`config.mk`:
```
export PLATFORM = sky130hd
export DESIGN_NAME = instr_sequencer
export DESIGN_NICKNAME = d
export VERILOG_FILES = /design/src/rtl/proc_pkg.sv /design/src/rtl/instr_fifo.sv /design/src/rtl/instr_sequencer.sv
export SDC_FILE = /design/constraint.sdc
export NUM_CORES = 1
export LEC_CHECK = 0
export BUFFER_PORTS_ARGS = -buffer_cell sky130_fd_sc_hd__buf_4
export CORE_AREA = 2 2 165 184
export DETAILED_ROUTE_END_ITERATION = 16
export DIE_AREA = 0 0 167 186
export GPL_TIMING_DRIVEN = 0
export PLACE_DENSITY_LB_ADDON = 0.2
export SLEW_MARGIN = 20
export SYNTH_ARGS = -nofsm -noshare
export SYNTH_HDL_FRONTEND = slang
export SYNTH_HIERARCHICAL = 1
export SYNTH_SLANG_ARGS = --single-unit
```
`constraint.sdc`:
```
create_clock -name clock -period 3.8 [get_ports clock]
set_clock_uncertainty 0.05 [all_clocks]
set_input_delay 0.19 -clock clock [delete_from_list [all_inputs] [get_ports clock]]
set_output_delay 0.19 -clock clock [all_outputs]
set_load 0.1 [all_outputs]
```
`src/rtl/proc_pkg.sv`:
```
// Shared processor encodings: instruction word layout, idle word and sequencer types.
package proc_pkg;

  localparam int unsigned INSTR_W  = 16;
  localparam int unsigned ISSUED_W = 16;

  localparam int unsigned OP_MSB = 15;
  localparam int unsigned OP_LSB = 13;
  localparam int unsigned RX_MSB = 12;
  localparam int unsigned RX_LSB = 10;
  localparam int unsigned RY_MSB = 9;
  localparam int unsigned RY_LSB = 7;
  localparam int unsigned IMM_W  = RY_LSB;

  // Also decoded by the processor as a no-op.
  localparam logic [INSTR_W-1:0] IDLE_INSTR_ENC = 16'b000_000_000_0000000;

  typedef struct packed {
    logic [OP_MSB-OP_LSB:0] opcode;
    logic [RX_MSB-RX_LSB:0] rx;
    logic [RY_MSB-RY_LSB:0] ry;
    logic [IMM_W-1:0]       imm;
  } instr_t;

  typedef enum logic {
    SEQ_IDLE = 1'b0,
    SEQ_HOLD = 1'b1
  } seq_state_e;

endpackage

```
`src/rtl/instr_fifo.sv`:
```
// Circular instruction buffer with wrap-bit pointers, occupancy count and flush.
module instr_fifo
  import proc_pkg::*;
#(
  parameter int unsigned DEPTH = 8
) (
  input  logic                   clk,
  input  logic                   rst_n,
  input  logic                   wr_en_i,
  input  instr_t                 wr_data_i,
  input  logic                   rd_en_i,
  input  logic                   flush_i,
  output instr_t                 head_c,
  output logic                   full_c,
  output logic                   empty_c,
  output logic [$clog2(DEPTH):0] count_o
);

  localparam int unsigned AW = $clog2(DEPTH);
  localparam int unsigned PW = AW + 1;

  logic [PW-1:0] wr_ptr_q, wr_ptr_d;
  logic [PW-1:0] rd_ptr_q, rd_ptr_d;
  logic [PW-1:0] count_q, count_d;
  instr_t        mem_q [DEPTH];
  logic          wr_fire, rd_fire;

  assign full_c  = (wr_ptr_q[AW] != rd_ptr_q[AW]) &&
                   (wr_ptr_q[AW-1:0] == rd_ptr_q[AW-1:0]);
  assign empty_c = (wr_ptr_q == rd_ptr_q);
  assign head_c  = mem_q[rd_ptr_q[AW-1:0]];
  assign count_o = count_q;

  assign wr_fire = wr_en_i && !full_c && !flush_i;
  assign rd_fire = rd_en_i && !empty_c;

  // A pop in a flush cycle still consumes the old head; the rest is dropped.
  always_comb begin
    wr_ptr_d = wr_ptr_q;
    rd_ptr_d = rd_ptr_q;
    count_d  = count_q;
    if (flush_i) begin
      rd_ptr_d = wr_ptr_q;
      count_d  = '0;
    end else begin
      if (wr_fire) wr_ptr_d = wr_ptr_q + PW'(1);
      if (rd_fire) rd_ptr_d = rd_ptr_q + PW'(1);
      case ({wr_fire, rd_fire})
        2'b10:   count_d = count_q + PW'(1);
        2'b01:   count_d = count_q - PW'(1);
        default: count_d = count_q;
      endcase
    end
  end

  always_ff @(posedge clk or negedge rst_n) begin
    if (!rst_n) begin
      wr_ptr_q <= '0;
      rd_ptr_q <= '0;
      count_q  <= '0;
    end else begin
      wr_ptr_q <= wr_ptr_d;
      rd_ptr_q <= rd_ptr_d;
      count_q  <= count_d;
    end
  end

  always_ff @(posedge clk) begin
    if (wr_fire) mem_q[wr_ptr_q[AW-1:0]] <= wr_data_i;
  end

endmodule

```
`src/rtl/instr_sequencer.sv`:
```
// Issues queued instructions to the processor iin, each held for HOLD cycles back-to-back.
module instr_sequencer
  import proc_pkg::*;
#(
  parameter int unsigned          DEPTH      = 8,
  parameter int unsigned          HOLD       = 4,
  parameter logic [INSTR_W-1:0]   IDLE_INSTR = IDLE_INSTR_ENC
) (
  input  logic                   clock,
  input  logic                   resetn,
  input  logic                   wr_valid,
  input  logic [INSTR_W-1:0]     wr_data,
  output logic                   wr_ready,
  input  logic                   halt,
  input  logic                   flush,
  output logic [INSTR_W-1:0]     proc_iin,
  output logic                   busy,
  output logic [$clog2(DEPTH):0] count,
  output logic [ISSUED_W-1:0]    issued
);

  localparam int unsigned    HCW         = (HOLD > 1) ? $clog2(HOLD) : 1;
  localparam logic [HCW-1:0] HOLD_RELOAD = HCW'(HOLD - 1);

  seq_state_e          state_q, state_d;
  logic [HCW-1:0]      hold_cnt_q, hold_cnt_d;
  logic [INSTR_W-1:0]  iin_q, iin_d;
  logic                busy_q, busy_d;
  logic [ISSUED_W-1:0] issued_q, issued_d;
  logic                ready_en_q;
  logic                pop_c, start_c;
  instr_t              head_c;
  logic                fifo_full_c, fifo_empty_c;

  instr_fifo #(
    .DEPTH (DEPTH)
  ) u_fifo (
    .clk       (clock),
    .rst_n     (resetn),
    .wr_en_i   (wr_valid && wr_ready),
    .wr_data_i (instr_t'(wr_data)),
    .rd_en_i   (pop_c),
    .flush_i   (flush),
    .head_c    (head_c),
    .full_c    (fifo_full_c),
    .empty_c   (fifo_empty_c),
    .count_o   (count)
  );

  // ready_en_q keeps the host stalled until the first edge after reset release.
  assign wr_ready = ready_en_q && !fifo_full_c && !flush;

  always_comb begin
    state_d    = state_q;
    hold_cnt_d = hold_cnt_q;
    iin_d      = iin_q;
    busy_d     = busy_q;
    issued_d   = issued_q;
    pop_c      = 1'b0;
    start_c    = 1'b0;

    case (state_q)
      SEQ_IDLE: begin
        if (!fifo_empty_c && !halt) start_c = 1'b1;
      end
      SEQ_HOLD: begin
        if (hold_cnt_q != '0) begin
          hold_cnt_d = hold_cnt_q - HCW'(1);
        end else if (!fifo_empty_c && !halt) begin
          start_c = 1'b1;
        end else begin
          state_d = SEQ_IDLE;
          iin_d   = IDLE_INSTR;
          busy_d  = 1'b0;
        end
      end
      default: state_d = SEQ_IDLE;
    endcase

    // Common issue path: take the head and start a fresh hold window.
    if (start_c) begin
      pop_c      = 1'b1;
      state_d    = SEQ_HOLD;
      iin_d      = head_c;
      hold_cnt_d = HOLD_RELOAD;
      busy_d     = 1'b1;
      issued_d   = issued_q + ISSUED_W'(1);
    end
  end

  always_ff @(posedge clock or negedge resetn) begin
    if (!resetn) begin
      state_q    <= SEQ_IDLE;
      hold_cnt_q <= '0;
      iin_q      <= IDLE_INSTR;
      busy_q     <= 1'b0;
      issued_q   <= '0;
      ready_en_q <= 1'b0;
    end else begin
      state_q    <= state_d;
      hold_cnt_q <= hold_cnt_d;
      iin_q      <= iin_d;
      busy_q     <= busy_d;
      issued_q   <= issued_d;
      ready_en_q <= 1'b1;
    end
  end

  assign proc_iin = iin_q;
  assign busy     = busy_q;
  assign issued   = issued_q;

endmodule
```
==> impl.org, run 1 <==
** Outcome
- The flow ran to the end, and the final reports show no timing, DRC or antenna violations.

** Synth
- Post-Syn Instances :: approximately 390
- The synthesized netlist contains between 40 and 50 unique library cells.
- After synthesis, the share of flip-flops with an asynchronous set or reset is 0.277.
- Warnings, synthesis :: 6
- Of the synthesized area, sequential elements account for 0.703.
- Commonest register cell after synthesis :: edfxtp_1
- Yosys mapped a number of flops with a built-in enable equal to 128.
- Main area contributors after synthesis :: edfxtp_1 53%, dfrtp_1 17%, mux4_2 10%
- Of all cell types, the one taking the most synthesized area is edfxtp_1.
- Flop and latch count out of synthesis :: around 180
- Post-synthesis average cell area :: ~19 um^2
- The share of synthesized area in the top cell type comes to 0.533.
- Summed instance area of the synthesized netlist :: approximately 7200 um^2
- Net count of the mapped netlist :: 414

** Clock network
- In this run the deepest clock path goes through 2 buffers.
- Number of buffers inserted during clock tree synthesis :: 17
- Post-CTS Repair Setup Buffers :: 0
- Clock-pin slew was measured on the worst setup and hold paths at 70 ps.
- Root buf cell :: clkbuf_16
- At the later pin of the worst-skew pair, clock insertion delay measures 420 ps.
- TritonCTS built the clock tree.
- H-tree levels :: 4
- For this design, the sink count on the clock tree is approximately 180.

** GRT
- Initial antenna violation count :: 0
- Overall routing resource usage :: 0.107
- Entering global routing, the biggest net connects 50 pins.
- The total overflow left after global routing is 0.
- First-pass GRT wire length :: 24300 um
- Via count of the first global-routing pass :: 4029

** STA
- The number of failing hold endpoints at the final stage came to 0.
- Transition time at the pin with the least slew margin :: 844 ps
- Setup violations remaining at the end of the flow were counted as 0.
- Slew headroom :: 0.438
- After layout, the minimum clock period comes to 3560 ps.
- The total count of max-transition violations in the final report came to 0.
- Highest clock frequency the design can meet :: between 200 and 300 MHz
- RSZ-0062 raised after global routing :: no
- Final hold analysis gives a worst-case slack of about 110 ps.
- In the finished design, the share of the clock period the worst path needs comes to 0.938.

** Power
- For this design the static power due to leakage is 3.25 nW.
- The worst-case IR drop observed on VDD is ~0.46 mV.
- Power Dens Cells :: around 770 nW/um^2

** Detailed routing
- After detailed routing, the number of remaining DRC violations is 0.
- Detailed Routing Iterations Pass 1 :: 4
- Avg WL per Cell :: 18.3 um
- The highest layer touched by signal routing is met4.
- Vias per Instance :: 4.33
- Total via count after detailed routing :: ~3800
- The detailed router finished its first iteration with approximately 230 violations.
- Total length of routed met3 wires :: 586 um
- Met1 wire length :: between 7000 and 8000 um
- Final WL :: 15900 um
- In this run the remaining antenna-violating nets after routing total 0.
- Routed length on met2 :: 7960 um

** Worst setup path
- Setup CP Type :: register to register
- The worst setup path is captured at a register.
- The worst register-to-register path ends at u_fifo/count_o[3].
- Tracing the worst setup path back leads to its startpoint at u_fifo/rd_ptr_q[2].
- Worst r2r src :: u_fifo/rd_ptr_q[2]
- Setup slack of the most critical reg-to-reg path :: 240 ps
- The most critical setup path has its endpoint at u_fifo/count_o[3].
- Delay of the slowest cell on the worst path :: 430 ps
- Crit path DAT :: 3860 ps
- Required time worst endpoint :: 4100 ps
- The number of cells on the worst reg-to-reg path is 14.
- Among all stages on the critical path, the largest delay is contributed by dfrtp_1.
- Type of element launching the critical path :: register
- In this run the worst path has a maximum fanout of 13.
- Ordered list of cells on the worst path :: buf_6, xnor2_4, nand4_1, inv_1, nor3_2, buf_2, o41ai_4, nor2_2, ha_1, a21o_1, a21oi_2, nor3_1, or4_1, a21oi_1

** Die
- Die width :: between 150 and 200 um
- After floorplanning, the core was sized to cover 29200 um^2.
- The floorplan has 66 rows.
- DIE AREA :: 31100 um^2
- Initial Util :: 0.247
- In this run the count of I/O pins placed on the die edge is 59.
- In this run the vertical extent of the chip is 186 um.

** Finish
- Measured on the finished design, the core utilization comes to 0.308.
- Antenna diode count :: 0
- Fin nets :: 511
- Fraction of final layout cells sized beyond drive strength 1 :: 0.369
- Compared with the post-synthesis result, the final layout area differs by 24.6%.

** Worst hold path
- Hold/Removal Path Class :: input port to register

** Place
- Routability Congestion :: approximately 0.7
- In this run the tool buffered the top-level ports with 58 buffer cells.
- HPWL reported at the end of detailed placement :: 10100 um

** Run
- Number of violations of the max-capacitance limit :: 0
==> metrics by stage <==
| stage | power, W | TNS (ps) | cells | setup slack, ps | instance area, um^2 |
|---|---|---|---|---|---|
| final | 0.00689 | 0 | 870 | 236 | 8990 |
| after detailed placement | 0.00535 | 0 | 820 | 264 | 8260 |
| after global placement | 0.00528 | -18600 | 818 | -278 | 8180 |
| after floorplan | 0.00463 | 0 | 386 | 0.356 | 7280 |
| after global routing | 0.00725 | 0 | 870 | 5.94 | 8990 |
| after CTS | 0.00702 | 0 | 870 | 230 | 8990 |
==> synthesized netlist by cell type (3+ instances only) <==
master,instances
a21oi_1,4
nand2b_1,4
mux2i_1,3
xor2_2,3
nand2_1,13
xnor2_1,17
nand4_1,5
dfrtp_1,49
xor2_1,8
nor3_1,4
mux2_2,19
buf_2,9
nand3_1,9
ha_1,6
a22o_1,16
clkbuf_1,5
inv_1,3
buf_4,3
nor2_1,16
edfxtp_1,128
mux4_2,32
==> sequential cells by signal (all words and copies together), names as in the netlist <==
register	count
issued	16
busy	1
u_fifo/mem_q	128
u_fifo/rd_ptr_q	4
u_fifo/count_o	4
ready_en_q	1
u_fifo/wr_ptr_q	4
state_q	1
hold_cnt_q	2
proc_iin	16
==> placed cells by master, fill, tap and decap left out, types with 3 or more instances in the layout <==
cell,n
xor2_1,8
mux4_2,32
nand4_1,5
nand2_1,13
edfxtp_1,128
nand3_1,9
nand2b_1,3
xnor2_1,16
a22o_1,16
mux2i_1,3
clkbuf_1,6
xor2_2,3
a21oi_1,3
dfrtp_1,49
ha_1,6
inv_1,3
mux2_2,19
nor2_4,6
clkinv_2,3
buf_6,3
buf_4,61
buf_2,8
dlygate4sd3_1,18
inv_6,5
nor2_1,9
clkbuf_16,17
==> cell families after synthesis <==
logic type	after synthesis	share of synthesized area
other cells	1	0.000520
fa+ha+maj	7	0.0132
mux	54	0.134
compound gates	33	0.0432
xor+xnor	31	0.0454
buf+inv	21	0.0151
simple gates	62	0.0460
flops	177	0.703
==> worst min path at each step <==
stage	startpoint	endpoint	slack, ps	cells after the start
2_1_floorplan	resetn	busy	-160	0
3_3_place_gp	resetn	u_fifo/rd_ptr_q[3]	250	1
3_5_place_dp	resetn	u_fifo/rd_ptr_q[3]	260	1
4_1_cts	halt	issued[1]	80	3
5_1_grt	halt	issued[1]	100	3
6_report	halt	issued[1]	110	3
==> routing by layer <==
layer  vias up  global-route usage
li1       1710                   -
met1      1970               0.136
met2        67               0.181
met3        17              0.0270
met4         0              0.0331
met5         -                   0
==> what timing repair did <==
item                                   in CTS  in global routing
resized for setup                           0                  0
endpoints found under the hold margin     178                  0
hold buffers                               18                  0
==> critical path: cells and delay by family, from the launching register on <==
kind,cells,cell delay (ps)
simple gates,5,1130
buf+inv,3,740
compound gates,4,720
flops,1,430
fa+ha+maj,1,260
xor+xnor,1,160
==> area by class of cell <==
class / count / area [um^2]
sequential: 177 / 5070
clock inverter: 13 / 103
inverter: 3 / 11.3
timing repair buffer: 78 / 642
buffer: 18 / 104
multi-input combinational: 188 / 2150
tap: 374 / 468
fill: 2852 / 20200
clock buffer: 19 / 443
==> report_power, final <==
group | internal, W | switching [W] | total [W]
Combinational | 0.000987 | 0.00185 | 0.00283
Clock | 0.000867 | 0.000755 | 0.00162
Sequential | 0.00228 | 0.000158 | 0.00243
(Power assumes the default switching activity.)
==> inputs of run 2 (changes only) <==
Settings changed: CTS_CLUSTER_DIAMETER set to 150, REMOVE_ABC_BUFFERS set to 1.
==> impl.org, run 2 (synthesis results as in run 1) <==
** Worst setup path
- The kind of end point of the critical path is a register (unchanged).
- Worst-path fanout max :: 10 (was 13)
- The startpoint of the worst register-to-register path is u_fifo/wr_ptr_q[1] (was u_fifo/rd_ptr_q[2]).
- The launching instance or port of the critical path is u_fifo/wr_ptr_q[1] (was u_fifo/rd_ptr_q[2]).
- The type of the worst setup path was register to register (unchanged).
- The critical path required time came to 3880 ps (was 4100 ps).
- The arrival time of data at the critical path endpoint was 3600 ps (was 3860 ps).
- The element type at the critical path start is a register (unchanged).

** STA
- Hold violation count in the final report :: 0 (unchanged)
- The total count of max-transition violations in the final report is 0 (unchanged).
- Sum Neg Setup Slack :: 0 ps (unchanged)
- The final count of negative-setup-slack endpoints came to 0 (unchanged).
- The highest achievable clock rate was 284 MHz (was 281 MHz).
- The post-layout minimum cycle time is 3520 ps (was 3560 ps).
- Transition time at the pin with the least slew margin :: 763 ps (was 844 ps)
- Share of the cycle needed by the critical path after routing :: 0.927 (was 0.938)
- The worst relative slew slack came to 0.489 (was 0.438).
- The final worst hold slack came to 237 ps (was 107 ps).

** Detailed routing
- The post-route DRC violation count came to 0 (unchanged).
- The routed via count is 3722 (was 3764).
- The initial detailed-routing violation count was 282 (was 226).
- The routed wire length is 15600 um (was 15900 um).
- The routed wirelength normalized by instance count was 18.0 um (was 18.3 um).
- Routed Antenna Nets :: 0 (unchanged)
- The first-pass iteration count of the detailed router is 6 (was 4).
- The vias per cell is 4.29 (was 4.33).

** GRT
- The wire length of the first global-routing pass came to 23600 um (was 24300 um).
- The pin count of the biggest net entering global routing is 50 (unchanged).
- Global route total overflow :: 0 (unchanged)
- The initial antenna violation count was 0 (unchanged).
- Via count of the first global-routing pass :: 4010 (was 4029)
- Overall routing resource usage :: 0.104 (was 0.107)

** Finish
- Area of combinational cells with multiple inputs :: 2100 um^2 (was 2150 um^2)
- Flip-flop and latch area :: 5080 um^2 (was 5070 um^2)
- The total inserted antenna cells was 0 (unchanged).
- The area growth from synthesis to layout is 25.7% (was 24.6%).
- Most used cells in the layout excluding fill and tap cells: 128 x edfxtp_1, 68 x buf_4, 45 x dfrtp_1 (was 128 x edfxtp_1, 61 x buf_4, 49 x dfrtp_1).
- Count of filler cells inserted in the layout :: 2849 (was 2852)
- Fraction of final layout cells sized beyond drive strength 1 :: 0.374 (was 0.369)
- Flip-flop count of the largest register after layout :: 128 (unchanged)
- The most common cell after layout, fill and taps aside is edfxtp_1 (unchanged).
- Fin nets :: 509 (was 511)

** Clock network
- Clock transition at the register clock pins on the worst setup and hold paths after CTS :: 70 ps (about the same)
- The number of buffers inserted during clock tree synthesis is 17 (unchanged).
- Clock tree buffer depth :: 2 (unchanged)
- The number of sinks handled by clock tree synthesis came to 177 (unchanged).
- The clock insertion delay at the later pin of the skew report is 430 ps (was 420 ps).
- Root buf cell :: clkbuf_16 (unchanged)
- The TritonCTS clock tree is built (unchanged).
- H-tree levels :: 4 (unchanged)

** Place
- Routability Congestion :: 0.685 (was 0.681)
- The number of port buffers was 58 (unchanged).
- The HPWL after detailed placement came to 9490 um (was 10100 um).

** Power
- The leakage power summed over all cells is 3.27 nW (was 3.25 nW).
- The worst-case vdd ir drop was 0.547 mV (was 0.461 mV).
- Power Dens Cells :: 772 nW/um^2 (was 766 nW/um^2)

** Worst hold path
- Hold/Removal Path Class :: input port to register (unchanged)
- The hold path startpoint is halt (unchanged).

** Die
- The number of rows in the core area was 66 (unchanged).
- Initial Util :: 0.247 (unchanged)
- The number of top-level pins is 59 (unchanged).
- Die width :: 167 um (unchanged)
- Core region area :: 29200 um^2 (unchanged)
- The die outline height was 186 um (unchanged).
- DIE AREA :: 31100 um^2 (unchanged)

** Run
- Number of violations of the max-capacitance limit :: 0 (unchanged)

** Outcome
- Run status: finished, final reports clean (unchanged).
==> run 2: power breakdown <==
group,switching (W),internal [W],leakage [nW]
Clock,0.000798,0.000935,0.290
Sequential,0.000252,0.00229,1.78
Combinational,0.00172,0.00100,1.20
==> run 2: metrics by stage <==
stage	worst slack (ps)	util	cell area, um^2	instances	power (W)
global placement	-3410	0.275	8020	800	0.00514
finish	276	0.311	9070	868	0.00700
global route	-16.0	0.311	9070	868	0.00736
detailed placement	-320	0.281	8190	808	0.00525
floorplan	-3070	-	7120	368	0.00452
CTS	47.2	0.308	8980	859	0.00704
==> run 2: worst max-delay path: stages (launching register included) <==
cell and delay (ps):
dfrtp_1 610, xnor2_1 240, nand3_1 130, nor2_1 50, nor3b_1 280, and2_2 260, nand2b_1 100, a41oi_4 270
buf_12 150, nand2_1 200, nor3_2 650, buf_6 240
==> run 2: repair_timing <==
| item | 4_1_cts | 5_1_grt |
|---|---|---|
| hold buffers | 18 | 0 |
| pin swaps | 1 | 0 |
| buffers inserted | 1 | 9 |
| endpoints found under the hold margin | 181 | 0 |
| gates resized for setup | 2 | 2 |
| endpoints found under the setup margin | 23 | 25 |
==> run 2: path summary, 6_finish.rpt <==
kind | to | slack [ps] | cells after the start
min reg2reg | issued[15] | 420 | 1
max reg2reg | u_fifo/mem_q[4][13] | 280 | 11
max in group asynchronous | u_fifo/rd_ptr_q[2] | 2790 | 2
max | u_fifo/mem_q[4][13] | 280 | 11
min in group asynchronous | proc_iin[7] | 340 | 2
min | state_q | 240 | 3
==> run 2: layer usage <==
metal | up-vias | GRT usage | share of wire
met5 | - | 0 | 0
met4 | 0 | 0.0307 | 0.0080
met3 | 11 | 0.0266 | 0.039
met2 | 78 | 0.175 | 0.50
met1 | 1936 | 0.132 | 0.45
li1 | 1697 | - | -
==> run 2: layout make-up <==
type / count / share of cell area
multi-input cells: 188 / 0.231
clock buffers: 17 / 0.0469
well taps: 374 / 0.0516
clock inverters: 15 / 0.0188
repair buffers: 94 / 0.0894
inverters: 3 / 0.00124
flip-flops and latches: 177 / 0.561
==> inputs of run 3 (changes only) <==
Settings changed: CORE_AREA 2 2 165 184 to 2 2 120 134, DIE_AREA 0 0 167 186 to 0 0 122 136, MAX_ROUTING_LAYER set to met4.
==> impl.org, run 3 (synthesis results as in run 1) <==
** Outcome
- Run status: finished, final reports clean (unchanged).

** Worst setup path
- Worst-path fanout max :: 20 (was 10)
- Setup slack of the most critical reg-to-reg path :: 300 ps (was 280 ps)
- The element type at the critical path start is a register (unchanged).
- In this design, the critical path's most frequently occurring cell is a21oi_1.
- Ordered list of cells on the worst path: xnor2_2, nand4_1, inv_1, nor3_4, buf_16, o41ai_4, nor2_2, ha_1, a21o_1, a21oi_1, nor3_1, or4_1, a21oi_1 (was xnor2_1, nand3_1, nor2_1, nor3b_1, and2_2, nand2b_1, a41oi_4, buf_12, nand2_1, nor3_2, buf_6).
- Endpoint of the lowest-slack register-to-register path :: u_fifo/count_o[3] (was u_fifo/mem_q[4][13])
- Endpoint class of the critical path :: register (unchanged)
- Crit path DAT :: 3810 ps (was 3600 ps)
- Worst r2r src :: u_fifo/rd_ptr_q[2] (was u_fifo/wr_ptr_q[1])
- Setup CP Type :: register to register (unchanged)
- The longest individual stage delay on the worst path was 780 ps (was 650 ps).
- The critical path required time was 4100 ps (was 3880 ps).
- The length in cells of the worst reg-to-reg path is 13 (was 11).
- Slowest library cell on the worst path :: dfrtp_2 (was nor3_2)

** Finish
- The fraction of layout instances using a drive strength above 1 came to 0.374 (about the same).
- The flip-flop count of the largest register after layout is 128 (unchanged).
- Most used cells in the layout excluding fill and tap cells :: 128 x edfxtp_1, 66 x buf_4, 46 x dfrtp_1 (was 128 x edfxtp_1, 68 x buf_4, 45 x dfrtp_1)
- Fin nets :: 507 (was 509)
- Antenna diode count :: 0 (unchanged)
- The most common cell after layout, fill and taps aside is edfxtp_1 (unchanged).
- The area growth from synthesis to layout is 22.6% (was 25.7%).
- The final core utilization was 0.578 (was 0.311).

** Power
- Power Dens Cells :: 786 nW/um^2 (was 772 nW/um^2)
- Power, Total :: 0.00695 W (was 0.00700 W)
- Leakage :: 3.27 nW (about the same)
- The worst-case vdd ir drop was 0.344 mV (was 0.547 mV).

** Clock network
- Sinks on Clock Net :: 177 (unchanged)
- Number of buffers inserted during clock tree synthesis :: 17 (unchanged)
- The TritonCTS clock tree was built (unchanged).
- Root buf cell :: clkbuf_16 (unchanged)
- The clock insertion delay at the later pin of the skew report was 430 ps (about the same).
- The maximum buffer depth of the clock tree was 2 (unchanged).
- Clock transition at the register clock pins on the worst setup and hold paths after CTS :: 70 ps (about the same)
- The number of levels in the clock H-tree is 4 (unchanged).

** GRT
- Pin count of the biggest net entering global routing :: 50 (unchanged)
- Via count of the first global-routing pass :: 3994 (was 4010)
- Global route total overflow :: 0 (unchanged)
- The peak-usage layer in the global routing report is met2 (unchanged).
- The wire length of the first global-routing pass came to 21600 um (was 23600 um).
- The met3 track demand over resource came to 0.0403 (was 0.0266).
- The global-route usage over all layers was 0.185 (was 0.104).
- Initial antenna violation count :: 0 (unchanged)
- Met1 track demand over resource :: 0.226 (was 0.132)
- The met2 capacity usage during global routing is 0.308 (was 0.175).

** STA
- The post-layout minimum cycle time came to 3500 ps (was 3520 ps).
- Number of setup violations in the final report :: 0 (unchanged)
- The portion of the clock cycle consumed by the worst path in the final layout was 0.922 (was 0.927).
- RSZ-0062 raised after global routing :: no
- The number of failing hold endpoints at the final stage is 0 (unchanged).
- The total count of max-transition violations in the final report is 0 (unchanged).
- The worst relative slew slack is 0.351 (was 0.489).
- Highest clock frequency the design can meet :: 285 MHz (was 284 MHz)
- Sum Neg Setup Slack :: 0 ps (unchanged)
- Final Worst Setup Slack :: 296 ps (was 276 ps)
- Transition time at the pin with the least slew margin :: 974 ps (was 763 ps)

** Die
- The floorplan core area was 15300 um^2 (was 29200 um^2).
- Die width :: 122 um (was 167 um)
- The number of rows in the core area was 48 (was 66).
- The die outline height came to 136 um (was 186 um).
- DIE AREA :: 16600 um^2 (was 31100 um^2)
- The number of top-level pins was 59 (unchanged).
- Initial Util :: 0.471 (was 0.247)

** Worst hold path
- Hold/Removal Path Class :: input port to register (unchanged)
- The hold path startpoint is halt (unchanged).
- Endpoint, Worst Hold :: state_q (unchanged)
- The number of cells on the worst hold path was 3 (unchanged).

** Detailed routing
- Routed Antenna Nets :: 0 (unchanged)
- The routed via count is 3779 (was 3722).
- Vias per Instance :: 5.46 (was 4.29)
- The first-pass iteration count of the detailed router was 4 (was 6).
- Number of remaining DRC errors :: 0 (unchanged)
- Avg WL per Cell :: 19.7 um (was 18.0 um)
- Number of violations reported at the end of detailed-routing iteration 0 :: 185 (was 282)
- The routed wire length came to 13600 um (was 15600 um).

** Place
- The number of port buffers is 58 (unchanged).
- Worst setup slack after placement :: -325 ps (was -320 ps)
- Routability Congestion :: 0.729 (was 0.685)
- The HPWL after detailed placement came to 8700 um (was 9490 um).

** Run
- Number of violations of the max-capacitance limit :: 0 (unchanged)
## run 3: critical path: cells and delay by family (launching register included)
kind            cells  cell delay, ps
flops               1             780
fa+ha+maj           1             260
simple gates        5            1190
buf+inv             2             310
compound gates      4             640
xor+xnor            1             200
## run 3: final cells by class
class	count	area [um^2]
Tap cell	200	250
Sequential cell	177	5080
Inverter	3	11.3
Clock buffer	17	425
Fill cell	1193	6470
Multi-Input combinational cell	188	2070
Timing Repair Buffer	92	826
Clock inverter	15	180
## run 3: layer usage
layer,part of all wire,vias to the layer above
li1,-,1692
met3,0.033,18
met5,0,-
met2,0.52,78
met1,0.43,1991
met4,0.015,0
## run 3: how the worst max path moves through the flow
| stage | endpoint | from | cells after the start |
|---|---|---|---|
| after global routing | u_fifo/count_o[3] | u_fifo/rd_ptr_q[2] | 14 |
| after global placement | u_fifo/count_o[3] | u_fifo/rd_ptr_q[0] | 12 |
| after detailed placement | u_fifo/count_o[3] | u_fifo/rd_ptr_q[1] | 14 |
| after floorplan | u_fifo/mem_q[4][0] | u_fifo/rd_ptr_q[0] | 9 |
| after CTS | u_fifo/count_o[3] | u_fifo/rd_ptr_q[1] | 14 |
| final | u_fifo/count_o[3] | u_fifo/rd_ptr_q[2] | 13 |
## run 3: per-stage QoR
step | hold WS (ps) | instances | cell area [um^2]
after floorplan | -156 | 368 | 7120
after global placement | 219 | 626 | 7800
after detailed placement | 231 | 638 | 8020
after CTS | 180 | 691 | 8830
after global routing | 216 | 692 | 8850
final | 194 | 692 | 8850
## run 3: power breakdown
group / switching, W / internal [W]
combinational: 0.00161 / 0.000985
sequential: 0.000304 / 0.00228
clock: 0.000729 / 0.00104
## run 3: repair_timing
item,CTS,global route
buffers inserted,3,1
gates resized for setup,1,2
endpoints found under the setup margin,1,9
hold buffers,18,0
hold endpoints to repair,182,0
pin swaps,1,0
